## config.mk

```make
export PLATFORM = sky130hd
export DESIGN_NAME = bus_arbiter
export DESIGN_NICKNAME = d
export VERILOG_FILES = /design/src/rtl/bus_arbiter.sv
export SDC_FILE = /design/constraint.sdc
export NUM_CORES = 1
export LEC_CHECK = 0
export CAP_MARGIN = 20
export CORE_ASPECT_RATIO = 1.1
export CORE_UTILIZATION = 30
export DETAILED_ROUTE_END_ITERATION = 10
export MAX_ROUTING_LAYER = met4
export SYNTH_ARGS = -nofsm -noshare
export SYNTH_HDL_FRONTEND = slang
export SYNTH_SLANG_ARGS = --single-unit
export TNS_END_PERCENT = 5
```

## constraint.sdc

```tcl
create_clock -name clk -period 3.9 [get_ports clk]
set_input_delay 0.78 -clock clk [delete_from_list [all_inputs] [get_ports clk]]
set_output_delay 0.78 -clock clk [all_outputs]
set_load 0.1 [all_outputs]
```

## src/rtl/bus_arbiter.sv

```systemverilog
// bus_arbiter: two-requester round-robin front end for the Manta core bus chain.
// One transaction outstanding at a time; responses are routed back to the
// issuing requester, and a missing response is turned into an error strobe.
module bus_arbiter #(
  parameter int ADDR_WIDTH = 16,
  parameter int DATA_WIDTH = 16,
  parameter int TIMEOUT    = 255
) (
  input  logic                  clk,
  input  logic                  rst,
  input  logic [ADDR_WIDTH-1:0] req0_addr,
  input  logic [DATA_WIDTH-1:0] req0_data,
  input  logic                  req0_rw,
  input  logic                  req0_valid,
  output logic                  req0_ready,
  output logic [DATA_WIDTH-1:0] resp0_data,
  output logic                  resp0_rw,
  output logic                  resp0_err,
  output logic                  resp0_valid,
  input  logic [ADDR_WIDTH-1:0] req1_addr,
  input  logic [DATA_WIDTH-1:0] req1_data,
  input  logic                  req1_rw,
  input  logic                  req1_valid,
  output logic                  req1_ready,
  output logic [DATA_WIDTH-1:0] resp1_data,
  output logic                  resp1_rw,
  output logic                  resp1_err,
  output logic                  resp1_valid,
  output logic [ADDR_WIDTH-1:0] bus_addr,
  output logic [DATA_WIDTH-1:0] bus_data,
  output logic                  bus_rw,
  output logic                  bus_valid,
  input  logic [DATA_WIDTH-1:0] bus_resp_data,
  input  logic                  bus_resp_rw,
  input  logic                  bus_resp_valid
);

  typedef enum logic [1:0] {IDLE, ISSUE, WAIT} state_t;

  // Timer starts at 0 on the first WAIT cycle, so the expiry test looks for
  // TIMEOUT-1: the error strobe then lands TIMEOUT+1 cycles after bus_valid.
  localparam logic [15:0] TIMER_LAST = 16'(TIMEOUT - 1);

  state_t      state;
  state_t      state_nxt;
  logic [15:0] timer;
  logic        last_grant;
  logic        grant_id;
  logic        pick;
  logic        accept;
  logic        resp_done;
  logic        timeout_done;

  // State register
  always_ff @(posedge clk or posedge rst) begin
    if (rst) state <= IDLE;
    else     state <= state_nxt;
  end

  // Next state, round-robin pick and the combinational ready handshake
  always_comb begin
    state_nxt    = state;
    accept       = 1'b0;
    resp_done    = 1'b0;
    timeout_done = 1'b0;
    pick         = (req0_valid && req1_valid) ? ~last_grant : req1_valid;
    case (state)
      IDLE: begin
        if (req0_valid || req1_valid) begin
          accept    = 1'b1;
          state_nxt = ISSUE;
        end
      end
      ISSUE: state_nxt = WAIT;
      WAIT: begin
        if (bus_resp_valid) begin
          resp_done = 1'b1;
          state_nxt = IDLE;
        end else if (timer == TIMER_LAST) begin
          timeout_done = 1'b1;
          state_nxt    = IDLE;
        end
      end
      default: state_nxt = IDLE;
    endcase
    req0_ready = accept & ~pick;
    req1_ready = accept & pick;
  end

  // Request latch, bus strobe, response timer and response routing
  always_ff @(posedge clk or posedge rst) begin
    if (rst) begin
      last_grant  <= 1'b1;
      grant_id    <= 1'b0;
      timer       <= '0;
      bus_addr    <= '0;
      bus_data    <= '0;
      bus_rw      <= 1'b0;
      bus_valid   <= 1'b0;
      resp0_data  <= '0;
      resp0_rw    <= 1'b0;
      resp0_err   <= 1'b0;
      resp0_valid <= 1'b0;
      resp1_data  <= '0;
      resp1_rw    <= 1'b0;
      resp1_err   <= 1'b0;
      resp1_valid <= 1'b0;
    end else begin
      bus_valid   <= accept;
      resp0_valid <= 1'b0;
      resp1_valid <= 1'b0;
      if (accept) begin
        last_grant <= pick;
        grant_id   <= pick;
        bus_addr   <= pick ? req1_addr : req0_addr;
        bus_data   <= pick ? req1_data : req0_data;
        bus_rw     <= pick ? req1_rw   : req0_rw;
      end
      if (state == ISSUE)     timer <= '0;
      else if (state == WAIT) timer <= timer + 16'd1;
      if (resp_done || timeout_done) begin
        if (grant_id) begin
          resp1_valid <= 1'b1;
          resp1_data  <= resp_done ? bus_resp_data : '0;
          resp1_rw    <= resp_done ? bus_resp_rw : bus_rw;
          resp1_err   <= timeout_done;
        end else begin
          resp0_valid <= 1'b1;
          resp0_data  <= resp_done ? bus_resp_data : '0;
          resp0_rw    <= resp_done ? bus_resp_rw : bus_rw;
          resp0_err   <= timeout_done;
        end
      end
    end
  end

endmodule

```

==> impl_results.md, run 1 <==
* Die area at 13200 sq um
* Critical Path RT at 3.12 ns
* #FFs+latches synth at approximately 90
* Initial antenna violation count at 0
* CTS tree: built
* Post-synth cell types at 33
* Fin crit share at a little over two thirds
* R2r endpoint: timer[15]$_DFFE_PP0P_
* Buffers & Inverters on Critical Path at 1
* Post-synthesis mux area share at 1.34%
* Fillers at ~1200
* Seq/Total Area, Yosys at 60.4%
* H-tree lvl count at 3
* IO buf count at 161
* Placer Congestion at about 0.74
* Boundary Pins at 162
* FF+latch area at 2300 sq um
* DRC violation count after routing at 0
* Dpl hpwl at 7570 um
* P&R area growth vs syn at 55.6%
* Worst r2r path cells at 6
* CORE AREA at about 12000 sq um
* Routed vias/inst at 5.14
* RSZ-0062 raised after global routing: no
* Status: finished, final reports clean
* Ant. Diodes at 0
* Total GRT Usage at 17.5%
* Max-slew violations at 0
* Post-CTS Resized at 0
* Cell Rows at 42
* Xor-xnor portion of the synthesized cell area at under 10%
* Tmin final at 2.71 ns
* Prevailing post-synth register cell: dfrtp_1
* Post-synthesis cell count at 318
* Most frequent cells in the layout: clkdlybuf4s50_1 (159), dfrtp_1 (91), inv_1 (48)
* Starting DRT DRC Count at 214
* Post-Synth Simple-Gate Area at between 7 and 8%
* CP Launch Type: flip-flop
* Syn_area_per_cell at 12.0 sq um
* CTS Hold Buffers Added at 0
* Post-CTS Setup Inserts at 0
* Final setup vio count at 0
* Non-Filler Instances at 639
* Post-synth EDFFs at 0
* Crit path cell chain: clkdlybuf4s50_1
* Cell area after synthesis at approximately 3800 sq um
* Top delay family on crit path: buffers and inverters
* Vias in the first global route at 3458
* Worst R2R Start: state[1]$_DFFE_PP0P_
* Max_cap viols at 0
* Wirelength, routed at 10800 um
* Clock sinks at 92
* CP Launch Point: bus_rw$_DFFE_PP0P_
* Area of the multi-input gates at around 1300 sq um
* Largest stage delay, worst path at 1.18 ns
* Die X-Extent at 110 um
* Nets at 573
* Clock Latency Late Sink at 0.34 ns
* Via count at 3284
* Placed cell count at a little over 600
* Clock Skew at 0.0117 ns
* Hold WC Path Type: flip-flop to flip-flop
* Root Driver: clkbuf_16
* TritonRoute pass-1 iters at 6
* Hold Path Stages at 1
* Min-delay src: resp0_data[6]$_DFFE_PP0P_
* Share of cells above drive strength 1 at 6.60%
* Slowest library cell on the worst path: clkdlybuf4s50_1
* Setup TNS at 0 ns
* R2R setup slack at 1.41 ns
* CTS clk-pin slew, worst paths at 0.08 ns
* Critical Path AT at 1.93 ns
* Commonest non-fill, non-tap cell in the layout: clkdlybuf4s50_1
* Die extent in y at approximately 120 um
* CP Capture Type: output pin
* Worst slew pin tran at 1.03 ns
* Pin count of the biggest net entering global routing at between 40 and 50
* Final ANT Viol Nets at 0
* Relative slew slack at 31.3%
* GR Overflow Total at 0
* WP depth at 1
* Initial core utilization at 31.3%
* Worst Hold End: resp0_data[6]$_DFFE_PP0P_
* Synth Net Count at between 400 and 500
* Final Hold Vio Count at 0
* DR WL/cell at 16.8 um
* Yosys warnings at 0
* Max Clk Rate at 369 MHz
* First-pass GRT wire length at between 15000 and 20000 um
* Post-Synth Adder-Cell Area at under 10%
* Crit path max fanout at 3
* Async SR Flop Fraction at 100%
* CTS buffer count at 9
* Compound-cell area share of the yosys netlist at 20.7%
* CP Class: flip-flop to output pin
* Max Buffers Root-to-Sink at 2
* Main combinational cell family by area after synthesis: compound AO/OA/AOI/OAI gates
==> worst max path at each step <==
stage | to | slack [ns]
6_report | bus_rw | 1.19
5_1_grt | bus_rw | 1.14
4_1_cts | bus_rw | 1.17
3_5_place_dp | bus_addr[13]$_DFFE_PP0P_ | 1.28
3_3_place_gp | req0_ready | 1.30
2_1_floorplan | bus_addr[0]$_DFFE_PP0P_ | 0.73
==> state kept, by name, indices dropped and copies added (netlist names) <==
name,flops
bus_rw,1
resp1_valid,1
state,2
resp0_data,16
resp0_rw,1
resp0_err,1
grant_id,1
bus_data,16
bus_valid,1
last_grant,1
resp1_err,1
resp1_data,16
resp0_valid,1
resp1_rw,1
bus_addr,16
timer,16
==> Yosys cell counts, types with 4 or more instances <==
| cell type | count | area [sq um] |
|---|---|---|
| a31oi_1 | 4 | 25.0 |
| dfrtp_1 | 91 | 2280 |
| xnor2_1 | 7 | 61.3 |
| ha_1 | 5 | 62.6 |
| o31ai_1 | 4 | 30.0 |
| mux2i_1 | 4 | 40.0 |
| o21ai_0 | 6 | 30.0 |
| nand3_1 | 5 | 25.0 |
| inv_1 | 49 | 184 |
| a21o_1 | 4 | 30.0 |
| a21oi_1 | 8 | 40.0 |
| clkbuf_1 | 13 | 48.8 |
| a222oi_1 | 33 | 330 |
| nor2_1 | 12 | 45.0 |
| nand2_1 | 9 | 33.8 |
| nor4_1 | 6 | 37.5 |
| a22o_1 | 32 | 280 |
==> layout make-up <==
cell class	instances	share of cell area (%)
Clock buffer	9	3.79
Sequential cell	92	38.8
Multi-Input combinational cell	161	21.3
Timing Repair Buffer	167	28.4
Tap cell	154	3.24
Inverter	49	3.12
Clock inverter	7	1.33
==> cell families after synthesis <==
logic type,Yosys count
muxes,5
buffers and inverters,65
AOI/OAI and AO/OA,94
xor gates and xnor gates,7
and+or+nand+nor,50
DFF,92
adders and majority gates,5
==> stage by stage <==
step | setup slack (ns) | utilization (%) | hold WS [ns] | instance area (sq um)
2_1_floorplan | 0.730 | - | 0.493 | 3820
3_3_place_gp | 1.30 | 46.2 | 0.478 | 5630
3_5_place_dp | 1.28 | 46.2 | 0.491 | 5630
4_1_cts | 1.17 | 48.7 | 0.509 | 5940
5_1_grt | 1.14 | 48.7 | 0.526 | 5940
6_report | 1.19 | 48.7 | 0.508 | 5940
==> routing by layer <==
metal	vias to the layer above	wire length, um	track usage (%)
met5	-	0	-
met4	0	144	5.75
met3	10	649	3.67
met2	143	5420	28.5
met1	1614	4540	21.6
li1	1517	-	-
Power of run 1 is left out: the tool's default activity adds up to more than one toggle a clock period on the data nets, which glitch-free logic cannot reach.
==> run 2: changes to the inputs <==
Clock period 3.9 ns to 2.5 ns, I/O delays scaled along.
==> impl_results.md, run 2 (synthesized netlist as in run 1, its figures left out) <==
* RSZ-0062 raised after global routing: no
* H-tree lvl count at 3
* Slowest library cell on the worst path: o41a_1
* Placer Congestion at 0.782
* CORE AREA at 12200 sq um
* Max-slew violations at 0
* Total GRT Usage at 16.3%
* Ant. Diodes at 0
* Die extent in y at 120 um
* CP Capture Type: flip-flop
* Max Buffers Root-to-Sink at 2
* R2R setup slack at 0.11 ns
* CTS clk-pin slew, worst paths at 0.07 ns
* Critical Path AT at 2.61 ns
* Boundary Pins at 162
* DR WL/cell at 16.1 um
* Post-CTS Resized at 0
* Pin count of the biggest net entering global routing at 36
* Worst Setup Slack, final at between 0.1 and 0.15 ns
* Clock sinks at slightly above 90
* Crit path cell chain: inv_1 -> ha_1 -> or4b_1 -> o41a_1 -> nand3b_4 -> a22o_1
* Fillers at 1139
* Dpl hpwl at 7580 um
* Root Driver: clkbuf_16
* First-pass GRT wire length at about 16000 um
* Commonest non-fill, non-tap cell in the layout: dfrtp_1
* Routed vias/inst at ~5.1
* Clock Latency Late Sink at 0.34 ns
* CP Launch Type: flip-flop
* Nets at between 500 and 600
* Share of cells above drive strength 1 at 22.1%
* Fin crit share at between 90% and 100%
* R2r endpoint: resp0_data[13]$_DFFE_PP0P_
* Post-CTS Setup Inserts at 0
* IO buf count at 161
* Largest stage delay, worst path at ~0.48 ns
* Vias in the first global route at roughly 3300
* Hold WC Path Type: flip-flop to flip-flop
* GR Overflow Total at 0
* DRC violation count after routing at 0
* Pre-CTS WS at 0.101 ns
* Hold Path Stages at 2
* Tmin final at 2.39 ns
* Relative slew slack at 56.9%
* Final ANT Viol Nets at 0
* Status: finished, final reports clean
* CTS Hold Buffers Added at 0
* Setup TNS at 0 ns
* CTS buffer count at 9
* Worst R2R Start: timer[0]$_DFFE_PP0P_
* Worst r2r path cells at 6
* TritonRoute pass-1 iters at 5
* P&R area growth vs syn at 51.3%
* Max_cap viols at 0
* Die X-Extent at 110 um
* Final setup vio count at 0
* Top delay family on crit path: compound AO/OA/AOI/OAI gates
* Critical Path RT at 2.72 ns
* Worst slew pin tran at 0.645 ns
* Initial core utilization at ~31%
* Die area at ~13000 sq um
* Min-delay src: bus_addr[2]$_DFFE_PP0P_
* Starting DRT DRC Count at 199
* Final Hold Vio Count at 0
* CP Class: flip-flop to flip-flop
* Buffers & Inverters on Critical Path at 1
* Max Clk Rate at 419 MHz
* Worst Hold End: bus_addr[2]$_DFFE_PP0P_
* CTS tree: built
* Cell Rows at 42
* Most frequent cells in the layout: dfrtp_1 (91), clkdlybuf4s50_1 (87), buf_4 (81)
* Initial antenna violation count at 0
* Wirelength, routed at 10400 um
* Crit path max fanout at 18
* Via count at 3280
* Clock Skew at approximately 0.0055 ns
## run 2: changes by cell type in the layout (fill, tap and decap cells not counted), sizes merged
| cell | change |
|---|---|
| inv | -1 |
| buf | +76 |
| clkinvlp | +1 |
| clkdlybuf4s50 | -72 |
## run 2: final cells by class
type	instances	area [sq um]	area share, %
clock buffer	9	225	3.90
clock inverter	7	61.3	1.06
inverter	49	188	3.25
multi-input combinational	161	1260	21.9
sequential	92	2300	39.9
tap	154	193	3.34
timing repair buffer	171	1540	26.7
## run 2: worst max-delay path by stage
stage,start,to,slack [ns],depth (start not counted)
after floorplan,state[0]$_DFFE_PP0P_,req1_ready,-0.16,5
after global placement,timer[0]$_DFFE_PP0P_,resp1_data[5]$_DFFE_PP0P_,0.18,6
after detailed placement,timer[0]$_DFFE_PP0P_,resp0_data[7]$_DFFE_PP0P_,0.10,6
after CTS,timer[0]$_DFFE_PP0P_,resp0_data[13]$_DFFE_PP0P_,0.08,6
after global routing,timer[0]$_DFFE_PP0P_,resp0_data[13]$_DFFE_PP0P_,0.004,6
final,timer[0]$_DFFE_PP0P_,resp0_data[13]$_DFFE_PP0P_,0.11,6
## run 2: per-layer routing
layer	routed length, um	up-vias	GRT usage (%)
met5	0	-	-
met3	641	17	3.34
met4	237	0	6.33
met1	4470	1605	20.9
li1	-	1526	-
met2	5020	132	25.3
## run 2: metrics by stage
step / utilization [%] / instances / hold WS, ns / instance area (sq um)
floorplan: - / 318 / 0.493 / 3820
global placement: 45.0 / 627 / 0.484 / 5490
detailed placement: 45.0 / 627 / 0.498 / 5490
CTS: 47.4 / 643 / 0.515 / 5770
global route: 47.4 / 643 / 0.524 / 5770
finish: 47.4 / 643 / 0.511 / 5770
## run 2: worst register-to-register path, stage by stage, from the launching register on
cell and delay [ns]:
dfrtp_1 0.43, inv_1 0.11, ha_1 0.15, or4b_1 0.46, o41a_1 0.48, nand3b_4 0.33
a22o_1 0.32
Power of run 2 is left out for the same reason.
==> run 3: changes to the inputs <==
Settings changed: CELL_PAD_IN_SITES_DETAIL_PLACEMENT set to 2, CELL_PAD_IN_SITES_GLOBAL_PLACEMENT set to 2, CORE_UTILIZATION 30 to 26, PLACE_DENSITY_LB_ADDON set to 0.1.
==> impl_results.md, run 3 (synthesized netlist as in run 1, its figures left out) <==
* Post-CTS Setup Inserts at 0
* Via count at 3369
* Max-slew violations at 0
* Dpl hpwl at 9120 um
* Placed cell count at 666
* Critical Path AT at 2.57 ns
* Starting DRT DRC Count at between 200 and 250
* Largest stage delay, worst path at around 0.48 ns
* Status: finished, final reports clean
* Tmin final at 2.34 ns
* Post-CTS Resized at 0
* Fin crit share at 93.5%
* Worst slew pin tran at 0.637 ns
* Hold WC Path Type: flip-flop to flip-flop
* Cell Rows at 46
* Design Area, Final at 5890 sq um
* CP Capture Type: flip-flop
* Critical Path RT at roughly 2.7 ns
* Setup TNS at 0 ns
* IO buf count at approximately 160
* Clock Skew at 0.00877 ns
* Max Buffers Root-to-Sink at 2
* GR Overflow Total at 0
* Placer Congestion at 0.760
* Placed cell area at 5540 sq um
* CP Class: flip-flop to flip-flop
* CTS Hold Buffers Added at 0
* DR WL/cell at 18.7 um
* Share of cells above drive strength 1 at 22.8%
* Max_cap viols at 0
* H-tree lvl count at 3
* Final Hold Vio Count at 0
* Fillers at 1524
* Commonest non-fill, non-tap cell in the layout: dfrtp_1
* Initial antenna violation count at 0
* Slowest library cell on the worst path: or4b_1
* CTS clk-pin slew, worst paths at 0.07 ns
* Ant. Diodes at 0
* Final ANT Viol Nets at 0
* Boundary Pins at 162
* Final setup vio count at 0
* TritonRoute pass-1 iters at 5
* Nets at between 500 and 600
* CTS buffer count at 9
* CP Launch Type: flip-flop
* Most frequent cells in the layout: dfrtp_1 (91), clkdlybuf4s50_1 (87), buf_4 (82)
* Die X-Extent at 118 um
* Crit path max fanout at 9
* Wirelength, routed at 12800 um
* Initial core utilization at 26.5%
* Vias in the first global route at 3746
* Routed vias/inst at roughly 5
* Relative slew slack at between 50% and 60%
* Clock Latency Late Sink at 0.35 ns
* Crit path cell chain: inv_1 -> ha_1 -> or4b_1 -> o41a_1 -> nand3b_4 -> a22o_1
* Die area at 15200 sq um
* Max Clk Rate at 428 MHz
* First-pass GRT wire length at 20400 um
* Total GRT Usage at 17.9%
* DRC violation count after routing at 0
* RSZ-0062 raised after global routing: no
* CTS tree: built
* CORE AREA at 14400 sq um
* P&R area growth vs syn at 54.3%
* Root Driver: clkbuf_16
* Non-Filler Instances at 684
* Pin count of the biggest net entering global routing at 68
* Clock sinks at 92
* Die extent in y at 129 um
==> run 3: cell types whose count changed in the layout (fill, tap and decap cells not counted) <==
cell / change
clkinv_4: -1
clkinvlp_4: +1
a22oi_1: -1
inv_8: +4
clkinv_2: -2
buf_4: +1
a22oi_2: +1
nand3b_4: +2
inv_6: -2
==> run 3: final timing paths <==
| kind | depth (start not counted) | startpoint | end | slack, ns |
|---|---|---|---|---|
| setup / recovery | 6 | timer[0]$_DFFE_PP0P_ | resp1_data[9]$_DFFE_PP0P_ | 0.16 |
| hold / removal | 1 | resp0_data[10]$_DFFE_PP0P_ | resp0_data[10]$_DFFE_PP0P_ | 0.52 |
| setup reg to reg | 6 | timer[0]$_DFFE_PP0P_ | resp1_data[9]$_DFFE_PP0P_ | 0.16 |
| hold reg to reg | 1 | resp0_data[10]$_DFFE_PP0P_ | resp0_data[10]$_DFFE_PP0P_ | 0.52 |
| max in group asynchronous | 3 | rst | last_grant$_DFFE_PP1P_ | 1.56 |
| min in group asynchronous | 3 | rst | timer[4]$_DFFE_PP0P_ | 0.60 |
==> run 3: layout make-up <==
type	instances	area, sq um	area share (%)
Timing Repair Buffer	172	1550	26.3
Multi-Input combinational cell	163	1310	22.2
Inverter	49	188	3.19
Sequential cell	92	2300	39.1
Clock buffer	9	225	3.82
Clock inverter	7	77.6	1.32
Tap cell	192	240	4.08
==> run 3: per-stage QoR <==
step           hold WS [ns]  util, %  setup slack, ns
3_3_place_gp          0.482     38.5            0.144
6_report              0.516     40.9            0.163
2_1_floorplan         0.493        -           -0.155
4_1_cts               0.522     40.6           0.0301
3_5_place_dp          0.498     38.5           0.0280
5_1_grt               0.536     40.9           0.0271
==> run 3: critical path: cells and delay by family, from the launching register on <==
family / cells / cell delay, ns
simple gates: 2 / 0.78
compound gates: 2 / 0.75
flops: 1 / 0.42
fa+ha+maj: 1 / 0.15
buf+inv: 1 / 0.11
==> run 3: metal layers <==
metal	global-route usage, %	part of all wire, %
met1	21.5	43
met3	4.71	6.5
met2	28.5	49
met4	7.62	1.7
met5	-	0
Power of run 3 is left out for the same reason.
